==> config.mk <==
export PLATFORM = sky130hd
export DESIGN_NAME = mem_port_arbiter
export DESIGN_NICKNAME = d
export VERILOG_FILES = /design/src/rtl/mem_port_arbiter.sv
export SDC_FILE = /design/constraint.sdc
export NUM_CORES = 1
export LEC_CHECK = 0
export ABC_AREA = 1
export CORE_MARGIN = 1.5
export CORE_UTILIZATION = 37
export DETAILED_ROUTE_END_ITERATION = 10
export PLACE_DENSITY_LB_ADDON = 0.25
export RECOVER_POWER = 100
export SETUP_SLACK_MARGIN = 0.5
export SYNTH_ARGS = -nofsm -noshare
export SYNTH_HDL_FRONTEND = slang
export SYNTH_SLANG_ARGS = --single-unit
==> constraint.sdc <==
create_clock -name clk -period 1.35 [get_ports clk]
set_input_delay 0.3375 -clock clk [delete_from_list [all_inputs] [get_ports clk]]
set_output_delay 0.3375 -clock clk [all_outputs]
set_load 0.01 [all_outputs]
==> src/rtl/mem_port_arbiter.sv <==
// Arbitrates the single-port unified memory between instruction fetch (IF)
// and the load/store path (LS) of the 3-stage core.
//
// Ports:
//   clk, rst          clock (rising edge), asynchronous active-low reset
//   if_*              fetch request (if_req/if_addr) and response
//                     (if_rdata/if_ready/if_err)
//   ls_*              load/store request (ls_req/ls_we/ls_mask/ls_addr/
//                     ls_wdata) and response (ls_rdata/ls_ready/ls_err)
//   mem_*             registered memory request, held until mem_ack
//   stall_if/stall_ls pipeline stalls: request pending and not yet ready
module mem_port_arbiter #(
    parameter int unsigned MAX_LS_STREAK = 4,
    parameter int unsigned TIMEOUT       = 255
) (
    input  logic        clk,
    input  logic        rst,

    input  logic        if_req,
    input  logic [31:0] if_addr,
    output logic [31:0] if_rdata,
    output logic        if_ready,
    output logic        if_err,

    input  logic        ls_req,
    input  logic        ls_we,
    input  logic [3:0]  ls_mask,
    input  logic [31:0] ls_addr,
    input  logic [31:0] ls_wdata,
    output logic [31:0] ls_rdata,
    output logic        ls_ready,
    output logic        ls_err,

    output logic        mem_req,
    output logic        mem_we,
    output logic [3:0]  mem_mask,
    output logic [31:0] mem_addr,
    output logic [31:0] mem_wdata,
    input  logic [31:0] mem_rdata,
    input  logic        mem_ack,

    output logic        stall_if,
    output logic        stall_ls
);

    typedef enum logic [1:0] {
        S_IDLE = 2'd0,
        S_BUSY = 2'd1,
        S_RESP = 2'd2
    } state_t;

    typedef enum logic {
        OWN_IF = 1'b0,
        OWN_LS = 1'b1
    } owner_t;

    localparam logic [3:0] STREAK_MAX = 4'(MAX_LS_STREAK);
    localparam logic [7:0] TMO_LAST   = 8'(TIMEOUT - 1);

    state_t     state;
    owner_t     owner;
    logic [3:0] ls_streak;
    logic [7:0] tmo_cnt;

    logic grant_ls;
    logic grant_if;
    logic tmo_hit;

    // LS wins ties until it has taken MAX_LS_STREAK grants in a row
    // while fetch was waiting; then fetch gets one slot.
    assign grant_ls = ls_req & (~if_req | (ls_streak != STREAK_MAX));
    assign grant_if = if_req & ~grant_ls;
    assign tmo_hit  = (tmo_cnt == TMO_LAST);

    assign stall_if = if_req & ~if_ready;
    assign stall_ls = ls_req & ~ls_ready;

    always_ff @(posedge clk or negedge rst) begin
        if (!rst) begin
            state     <= S_IDLE;
            owner     <= OWN_IF;
            ls_streak <= '0;
            tmo_cnt   <= '0;
            mem_req   <= 1'b0;
            mem_we    <= 1'b0;
            mem_mask  <= '0;
            mem_addr  <= '0;
            mem_wdata <= '0;
            if_rdata  <= '0;
            if_ready  <= 1'b0;
            if_err    <= 1'b0;
            ls_rdata  <= '0;
            ls_ready  <= 1'b0;
            ls_err    <= 1'b0;
        end else begin
            if_ready <= 1'b0;
            ls_ready <= 1'b0;

            unique case (state)
                S_IDLE: begin
                    // Streak only counts LS grants taken while fetch waits;
                    // any idle slot without a fetch request restarts it.
                    if (grant_ls && if_req) begin
                        ls_streak <= ls_streak + 4'd1;
                    end else begin
                        ls_streak <= '0;
                    end

                    unique case (1'b1)
                        grant_ls: begin
                            owner     <= OWN_LS;
                            mem_req   <= 1'b1;
                            mem_we    <= ls_we;
                            mem_mask  <= ls_mask;
                            mem_addr  <= ls_addr;
                            mem_wdata <= ls_wdata;
                            tmo_cnt   <= '0;
                            state     <= S_BUSY;
                        end
                        grant_if: begin
                            owner     <= OWN_IF;
                            mem_req   <= 1'b1;
                            mem_we    <= 1'b0;
                            mem_mask  <= '0;
                            mem_addr  <= if_addr;
                            mem_wdata <= '0;
                            tmo_cnt   <= '0;
                            state     <= S_BUSY;
                        end
                        default: begin
                            state <= S_IDLE;
                        end
                    endcase
                end

                S_BUSY: begin
                    // An ack in the expiry cycle still completes normally.
                    if (mem_ack || tmo_hit) begin
                        mem_req <= 1'b0;
                        state   <= S_RESP;
                        if (owner == OWN_LS) begin
                            ls_ready <= 1'b1;
                            ls_err   <= ~mem_ack;
                            ls_rdata <= mem_ack ? mem_rdata : '0;
                        end else begin
                            if_ready <= 1'b1;
                            if_err   <= ~mem_ack;
                            if_rdata <= mem_ack ? mem_rdata : '0;
                        end
                    end else begin
                        tmo_cnt <= tmo_cnt + 8'd1;
                    end
                end

                S_RESP: begin
                    state <= S_IDLE;
                end

                default: begin
                    state   <= S_IDLE;
                    mem_req <= 1'b0;
                end
            endcase
        end
    end

endmodule

# Yosys cells after proc, flatten, opt, wreduce, memory -nomap -nowiden

Cells that the tools add are included.

Equal/unequal tests: 7
Reductions and logical operators: 11
$add $sub $neg: 2
Bitwise logic cells: 12
Muxes and demuxes: 22

Operator list:

| kind                                           | number |
|---|---|
| one-hot mux 32 bit (2 select lines)            | 2 |
| 2-to-1 mux 32 bit                              | 1 |
| 2-to-1 mux 8 bit                               | 2 |
| one-hot mux 8 bit (2 select lines)             | 1 |
| AND reduction 3 bit                            | 4 |
| 2-to-1 mux 1 bit                               | 9 |
| adder 8 x 1 -> 8 bit (second input constant)   | 1 |
| == test 8 bit (second input constant)          | 1 |
| one-hot mux 4 bit (2 select lines)             | 1 |
| inverter 1 bit                                 | 7 |
| != test 2 bit (second input constant)          | 3 |
| adder 4 x 1 -> 4 bit (second input constant)   | 1 |
| bitwise AND 1 bit                              | 4 |
| 2-to-1 mux 4 bit                               | 1 |
| != test 4 x 3 -> 1 bit (second input constant) | 1 |
| one-hot mux 1 bit (2 select lines)             | 2 |
| one-hot mux 2 bit (2 select lines)             | 1 |
| nonzero test 2 bit                             | 2 |
| one-hot mux 1 bit (3 select lines)             | 1 |
| == test 2 x 1 -> 1 bit (second input constant) | 1 |
| == test 2 bit (second input constant)          | 1 |
| zero test 2 bit                                | 1 |
| 2-to-1 mux 2 bit                               | 1 |
| AND reduction 2 bit                            | 1 |
| other kinds (4)                                | 4 |

Bits in registers: 153
Word-level logic and storage cells: 69

# Logic depth before layout (Yosys ltp)

Gate-level depths: netlist of the first run.

Depth in word-level cells: 8
Mapped depth: 11

# Worst setup path before layout of the first run

OpenSTA, ideal clock, no wires.

Path kind: register to register
Start: register tmo_cnt[0]
End: register ls_err
Stages on the path, launching flop included: 12
Setup slack: -126 ps
Buffers on the path: 2
Arrival: 1,345 ps
Clock period less this slack: 1,476 ps
Data required time: 1,219 ps
Cell sequence: dfrtp_1 inv_1 ha_1 nand2_1 nor2_1 nand2_2 nand2_4 nand3_4 buf_6 buf_6 nand2_1 o21ai_1

Cells in the longest elaborated chain, start to end: 3

RTL lines:

| item                          | line | RTL |
|---|---|---|
| from (decl)                   | 63   | `logic [7:0] tmo_cnt;` |
| from (signal assigned)        | 151  | `tmo_cnt <= tmo_cnt + 8'd1;` |
| == test 8 bit                 | 73   | `assign tmo_hit = (tmo_cnt == TMO_LAST);` |
| logical OR 1 bit              | 138  | `if (mem_ack \|\| tmo_hit) begin` |
| AND reduction 3 bit (no line) | -    |  |
| to (signal assigned)          | 143  | `ls_err <= ~mem_ack;` |
| to (decl)                     | 32   | `output logic ls_err,` |

Every way passes these cells.
A chain may end at the register's enable or synchronous reset.

# Final worst setup path of the first run

Start: register tmo_cnt[0]
End: register ls_rdata[10]

Cells in the longest elaborated chain, start to end: 3

RTL lines:

| item                          | line | RTL |
|---|---|---|
| == test 8 bit                 | 73   |  |
| logical OR 1 bit              | 138  |  |
| AND reduction 3 bit (no line) | -    |  |
| to (signal assigned)          | 144  | `ls_rdata <= mem_ack ? mem_rdata : '0;` |
| to (decl)                     | 30   | `output logic [31:0] ls_rdata,` |

Every way passes these cells.

==> metrics, run 1 <==
CP arrival 1.88 ns; final clock skew 0.0104 ns; antenna-violating nets left 0; failing checks setup timing; die height 138 µm; overall via count from detail_route 6801; CTS tree built; IO Pins 278; crit start category flop; Syn Inst Count 803; Initial Util 37.6%; Diodes inserted 0; crit path capture type flop; outcome finished, violations left; Post-synth EDFFs 0; CTS buffer count 17; Wirelength per Cell 15.7 µm; IO buf count 277; Final period util 116%; ys async rst share 100%; Placer Congestion 0.806; DR iter-0 viols 252; sequential fraction of the synthesis area 56.6%; maxcap violations 0; critical path data required time 1.66 ns; vias in the first global route 6728; Max Slew Vio Count 0; DP HPWL 14500 µm; critical path peak fanout 13; Worst Setup Slack, final -0.217 ns; RSZ-0062 raised after global routing true; critical path class flop to flop; Die Area 19100 µm²; Largest stage delay, worst path 0.38 ns; Setup-failing EPs final 150; Leak Pwr 6.06 nW; Layout Cells excl Fill 1445; R2R setup slack -0.22 ns; CP delay by family, top simple AND/OR/NAND/NOR gates; fmax 0.638 GHz; crit-path cells inv_2, ha_4, nand2_4, nor2_4, nand2_4, nand2_4, nand3_4, buf_12, clkbuf_16, nand2_1, o21ai_1; Max IR drop VDD 1.04 mV; relative slew slack 42.3%; top layer in use met4; Avg Inst Size Synth 8.42 µm²; crit path from tmo_cnt[0]; CTS Buffer Depth 2; largest net degree at the start of global routing 44; wire length on met2 11500 µm; worst hold-check path type input port to async pin; DIE WIDTH 138 µm; CP dominant cell by count nand2_4; TritonRoute pass-1 iters 4; Post-Route WL 22700 µm; DRC viols 0; nets 1345; CP max stage cell dfrtp_1; PD cells 1890 nW/µm²; worst r2r src tmo_cnt[0]; Skew-Pair Late Insertion Delay 0.43 ns; initial antenna violation count 0; first-pass GRT wire length 34400 µm; FP Rows 49; CTS clk-pin slew, worst paths 0.06 ns; clk sinks 153; Tot GR Track Use 22.4%; Syn. warnings 0; share of cells above drive strength 1 38.9%; synthesized flop and latch total 153; core footprint 18000 µm²; ys flop type dfrtp_1; WL met3 1710 µm; H-Tree Level Count 4; CTS Root Cell clkbuf_16; Crit path buffers/inverters 3; Mapped Nets 945; post-synth cell types 25; crit path time final 1.57 ns; Inst Count DP 1324; gr ovfl total 0; Slew @ Worst Pin 0.866 ns; Post-Syn Area 6760 µm²; Fin Hold WS 0.0181 ns; P&R area growth vs syn 73.5%; WL met1 9130 µm; number of vias per cell 4.71; Hold Fails Final Rpt 0
==> final cells by class <==
type,instances,area (µm²)
Inverter,88,337
Clock inverter,15,144
Multi-Input combinational cell,517,3120
Sequential cell,153,3830
Timing Repair Buffer,426,3600
Tap cell,229,287
Fill cell,1533,6230
Clock buffer,17,425
==> worst paths after layout <==
check / endpoint / depth (start not counted)
min in group clk: mem_wdata[18] / 3
worst max-delay path: ls_rdata[10] / 11
worst max register to register: ls_rdata[10] / 11
worst min register to register: mem_wdata[19] / 2
max in group asynchronous: mem_wdata[28] / 2
worst min-delay path: ls_rdata[29] / 1
==> repair_timing <==
| action | 4_1_cts | 5_1_grt |
|---|---|---|
| gates cloned | 1 | 13 |
| endpoints found under the hold margin | 24 | 24 |
| buffers inserted | 35 | 40 |
| pin swaps | 32 | 42 |
| endpoints found under the setup margin | 293 | 293 |
| gates resized for setup | 639 | 158 |
==> metrics by stage <==
step / power [mW] / utilization [%] / TNS, ns / setup WS (ns) / cell area, µm²
global route: 23.6 / 65.3 / -37.82 / -0.297 / 11700
finish: 22.1 / 65.3 / -23.15 / -0.217 / 11700
floorplan: 11.6 / - / -5.64 / -0.113 / 7120
global placement: 16.9 / 58.2 / -61.67 / -0.647 / 10500
CTS: 21.4 / 60.8 / -14.07 / -0.212 / 10900
detailed placement: 17.0 / 58.2 / -63.27 / -0.657 / 10500
==> layout by cell type, fill, tap and decap left out, types with 42 or more instances in the layout <==
cell / Yosys / layout
dfrtp_1: 153 / 153
buf_4: 0 / 103
o21ai_1: 52 / 55
nand3_2: 1 / 67
clkbuf_2: 2 / 102
nand3_1: 112 / 44
nand2_1: 295 / 231
clkdlybuf4s50_1: 0 / 134
nand2_2: 2 / 42
inv_1: 87 / 81
==> report_power, final <==
group          internal, mW  switching (mW)  leakage, nW
Clock                  2.58            2.10        0.278
Combinational          4.78            5.27         3.82
Sequential             6.36            1.03         1.96
Total                  13.7            8.40         6.06
==> routing by layer <==
layer,vias up,GRT usage [%]
li1,3330,-
met2,240,37.0
met3,26,7.48
met5,-,0
met4,0,8.31
met1,3205,27.2
==> Yosys cell counts (2+ instances only) <==
master | n | area, µm²
nand2_1 | 295 | 1110
dfrtp_1 | 153 | 3830
nand3_1 | 112 | 561
inv_1 | 87 | 327
o21ai_1 | 52 | 260
buf_2 | 30 | 150
o21ai_0 | 16 | 80.1
nor2_1 | 10 | 37.5
o21ai_2 | 9 | 78.8
buf_6 | 8 | 90.1
clkbuf_1 | 7 | 26.3
ha_1 | 4 | 50.1
clkbuf_2 | 2 | 10.0
nand2_2 | 2 | 12.5
nand3_4 | 2 | 35.0
nand4_1 | 2 | 12.5
nor2_2 | 2 | 12.5
xnor2_1 | 2 | 17.5
xor2_1 | 2 | 17.5
==> kinds of logic (layout without fill, tap and decap cells) <==
kind of cell | count (synthesis) | count (layout) | synth area share [%]
simple gates | 429 | 431 | 26.9
flops | 153 | 153 | 56.6
buf+inv | 135 | 546 | 8.97
compound gates | 78 | 78 | 6.27
fa+ha+maj | 4 | 4 | 0.740
xor+xnor | 4 | 4 | 0.518
==> registers in the layout, indices dropped and copies added (netlist names) <==
| register | flops |
|---|---|
| if_rdata | 32 |
| ls_rdata | 32 |
| mem_addr | 32 |
| mem_wdata | 32 |
| tmo_cnt | 8 |
| ls_streak | 4 |
| mem_mask | 4 |
| state | 2 |
| if_err | 1 |
| if_ready | 1 |
| ls_err | 1 |
| ls_ready | 1 |
| mem_req | 1 |
| mem_we | 1 |
| owner | 1 |
Note: power is estimated with default switching activity, not from simulation.
==> run 2, diff against run 1 <==
Clock period 1.35 ns to 1.75 ns, I/O delays scaled along.
==> run 2 against run 1 <==
Against the previous run:
- the run now ends clean
- final cell count is 0.21% higher
- utilization is 0.59 points lower
- clock-buffer cell count stayed put
- power is 22% lower
- routed wire length is 5.2% higher
- global-route usage is 0.15 points higher
- flip-flop and latch count stayed put
- register-to-register slack better by 0.34 ns
- clock power is 13% lower
- largest power group unchanged
- worst setup slack better by 0.34 ns
- clock skew is 0.0010 ns lower
- via count is 2.4% higher
==> metrics, run 2 (synthesis results as in run 1) <==
Tot GR Track Use 22.5% (+0.15 points); DR iter-0 viols 316 (+25%); Skew-Pair Late Insertion Delay 0.43 ns (about the same); Post-Route WL 23800 µm (+5.2%); combinational share of power 43.3% (-2.1 points); IO buf count 277 (unchanged); worst hold-check path type flop to flop; WHS Endpoint mem_addr[17]; number of vias per cell 4.81 (+2.2%); die height 138 µm (unchanged); largest net degree at the start of global routing 47 (+6.8%); Placer Congestion 0.802 (-0.51%); Layout Cells excl Fill 1448 (+0.21%); critical path data required time 2.07 ns (+0.41 ns); Hold Fails Final Rpt 0 (unchanged); Pint 10.7 mW (-22%); Initial Util 37.6% (unchanged); wire length on met2 11700 µm (+2.3%); CTS Buffer Depth 2 (unchanged); Setup-failing EPs final 0 (-100%); IO Pins 278 (unchanged); core footprint 18000 µm² (unchanged); clk sinks 153 (unchanged); fmax 0.615 GHz (-3.7%); CP max stage cell dfrtp_1; sequential share of power 33.2% (-0.2 points); critical path class flop to flop; CTS clk-pin slew, worst paths 0.07 ns (about the same); crit path time final 1.63 ns (+0.0606 ns); Hold Path Stages 2; most common cell after layout, fill and taps aside nand2_1; CTS buffer count 17 (unchanged); Leak Pwr 5.70 nW (-5.9%); top layer in use met4; Final period util 93.0% (-23 points); Inst Count DP 1310 (-1.1%); antenna-violating nets left 0 (unchanged); final clock skew 0.00934 ns (-0.00102 ns); TritonRoute pass-1 iters 5 (+1); overall via count from detail_route 6967 (+2.4%); Reg2Reg Depth 9 (-2); CTS Root Cell clkbuf_16; worst r2r src ls_streak[0]; share of cells above drive strength 1 26.9% (-12 points); crit path capture type flop; Wirelength per Cell 16.5 µm (+5.0%); WL met3 1950 µm (+14%); Clock power frac 23.5% (+2.4 points); Fin Hold WS 0.468 ns (+0.450 ns); vias in the first global route 6694 (-0.51%); gr ovfl total 0 (unchanged); initial antenna violation count 2 (+2); WL met1 9180 µm (+0.56%); nets 1346 (+0.074%); first-pass GRT wire length 34600 µm (+0.72%); most frequent cells in the layout 256 x nand2_1, 153 x dfrtp_1, 141 x clkbuf_1, 134 x clkdlybuf4s50_1, 99 x buf_4; P&R area growth vs syn 71.9%; DP HPWL 14600 µm (+0.73%); switching power total 6.54 mW (-22%); PD cells 1480 nW/µm² (-21%); CTS tree built; relative slew slack 37.7% (-4.6 points); DIE WIDTH 138 µm (unchanged); Switching Share 38.0% (about the same); RSZ-0062 raised after global routing true; Slew @ Worst Pin 0.935 ns (+0.0692 ns); Largest stage delay, worst path 0.39 ns (about the same); FP Rows 49 (unchanged); R2R setup slack 0.12 ns (+0.34 ns); critical path peak fanout 5 (-8); crit-path cells inv_1, ha_4, nand4_1, nand2_2, buf_6, clkbuf_16, nand3_1, nand3_2, nand2_1; crit start category flop; Max IR drop VDD 0.946 mV (-9.1%); Hold Crit Start mem_addr[17]; outcome complete, no violations; maxcap violations 0 (unchanged); H-Tree Level Count 4 (unchanged); DRC viols 0 (unchanged); Die Area 19100 µm² (unchanged); FF-to-FF End mem_addr[16]; CP arrival 1.95 ns (+0.07 ns); Max Slew Vio Count 0 (unchanged)
[run 2: how the worst max path moves through the flow]
stage	start	end	slack (ns)	cells past startpoint
2_1_floorplan	tmo_cnt[0]	ls_err	0.29	11
3_3_place_gp	if_req	stall_if	-0.37	4
3_5_place_dp	if_req	stall_if	-0.36	4
4_1_cts	tmo_cnt[0]	ls_rdata[25]	0.19	10
5_1_grt	ls_streak[0]	mem_addr[16]	0.04	9
6_report	ls_streak[0]	mem_addr[16]	0.12	9
[run 2: layout make-up]
cell class | count | area (µm²)
tap | 229 | 287
sequential | 153 | 3830
clock buffer | 17 | 425
fill | 1515 | 6340
multi-input combinational | 515 | 3010
inverter | 88 | 334
timing repair buffer | 429 | 3530
antenna | 2 | 5.00
clock inverter | 15 | 213
[run 2: stage by stage]
step | instance area (µm²) | TNS (ns) | utilization, % | worst slack, ns | total power [mW]
2_1_floorplan | 7070 | 0 | - | 0.287 | 8.89
3_5_place_dp | 10300 | -17.80 | 57.5 | -0.362 | 13.0
3_3_place_gp | 10300 | -14.78 | 57.5 | -0.369 | 12.9
4_1_cts | 10900 | 0 | 60.8 | 0.188 | 16.8
5_1_grt | 11600 | 0 | 64.7 | 0.0406 | 18.3
6_report | 11600 | 0 | 64.7 | 0.123 | 17.2
[run 2: metal layers]
metal / up-vias / global-route usage (%)
li1: 3333 / -
met5: - / 0
met4: 0 / 9.75
met2: 297 / 37.1
met3: 62 / 7.69
met1: 3275 / 26.9
[run 2: timing repair]
action | 4_1_cts | 5_1_grt
hold endpoints to repair | 29 | 0
cloned | 3 | 14
setup endpoints to repair | 288 | 289
pin swaps | 6 | 38
gates resized for setup | 614 | 193
hold buffers | 1 | 0
buffers inserted | 40 | 46
[run 2: critical path, delay by kind of cell, from the launching register on]
family / cells / cell delay [ns]
buffers and inverters: 3 / 0.45
DFF: 1 / 0.39
and+or+nand+nor: 5 / 0.54
adders and majority gates: 1 / 0.15
[run 2: power groups by stage]
stage / sequential [mW] / combinational (mW) / clock [mW]
6_report: 5.72 / 7.46 / 4.05
4_1_cts: 5.73 / 7.01 / 4.10
3_3_place_gp: 5.71 / 7.20 / 0
2_1_floorplan: 6.28 / 2.61 / 0
3_5_place_dp: 5.73 / 7.29 / 0
5_1_grt: 5.87 / 8.15 / 4.26
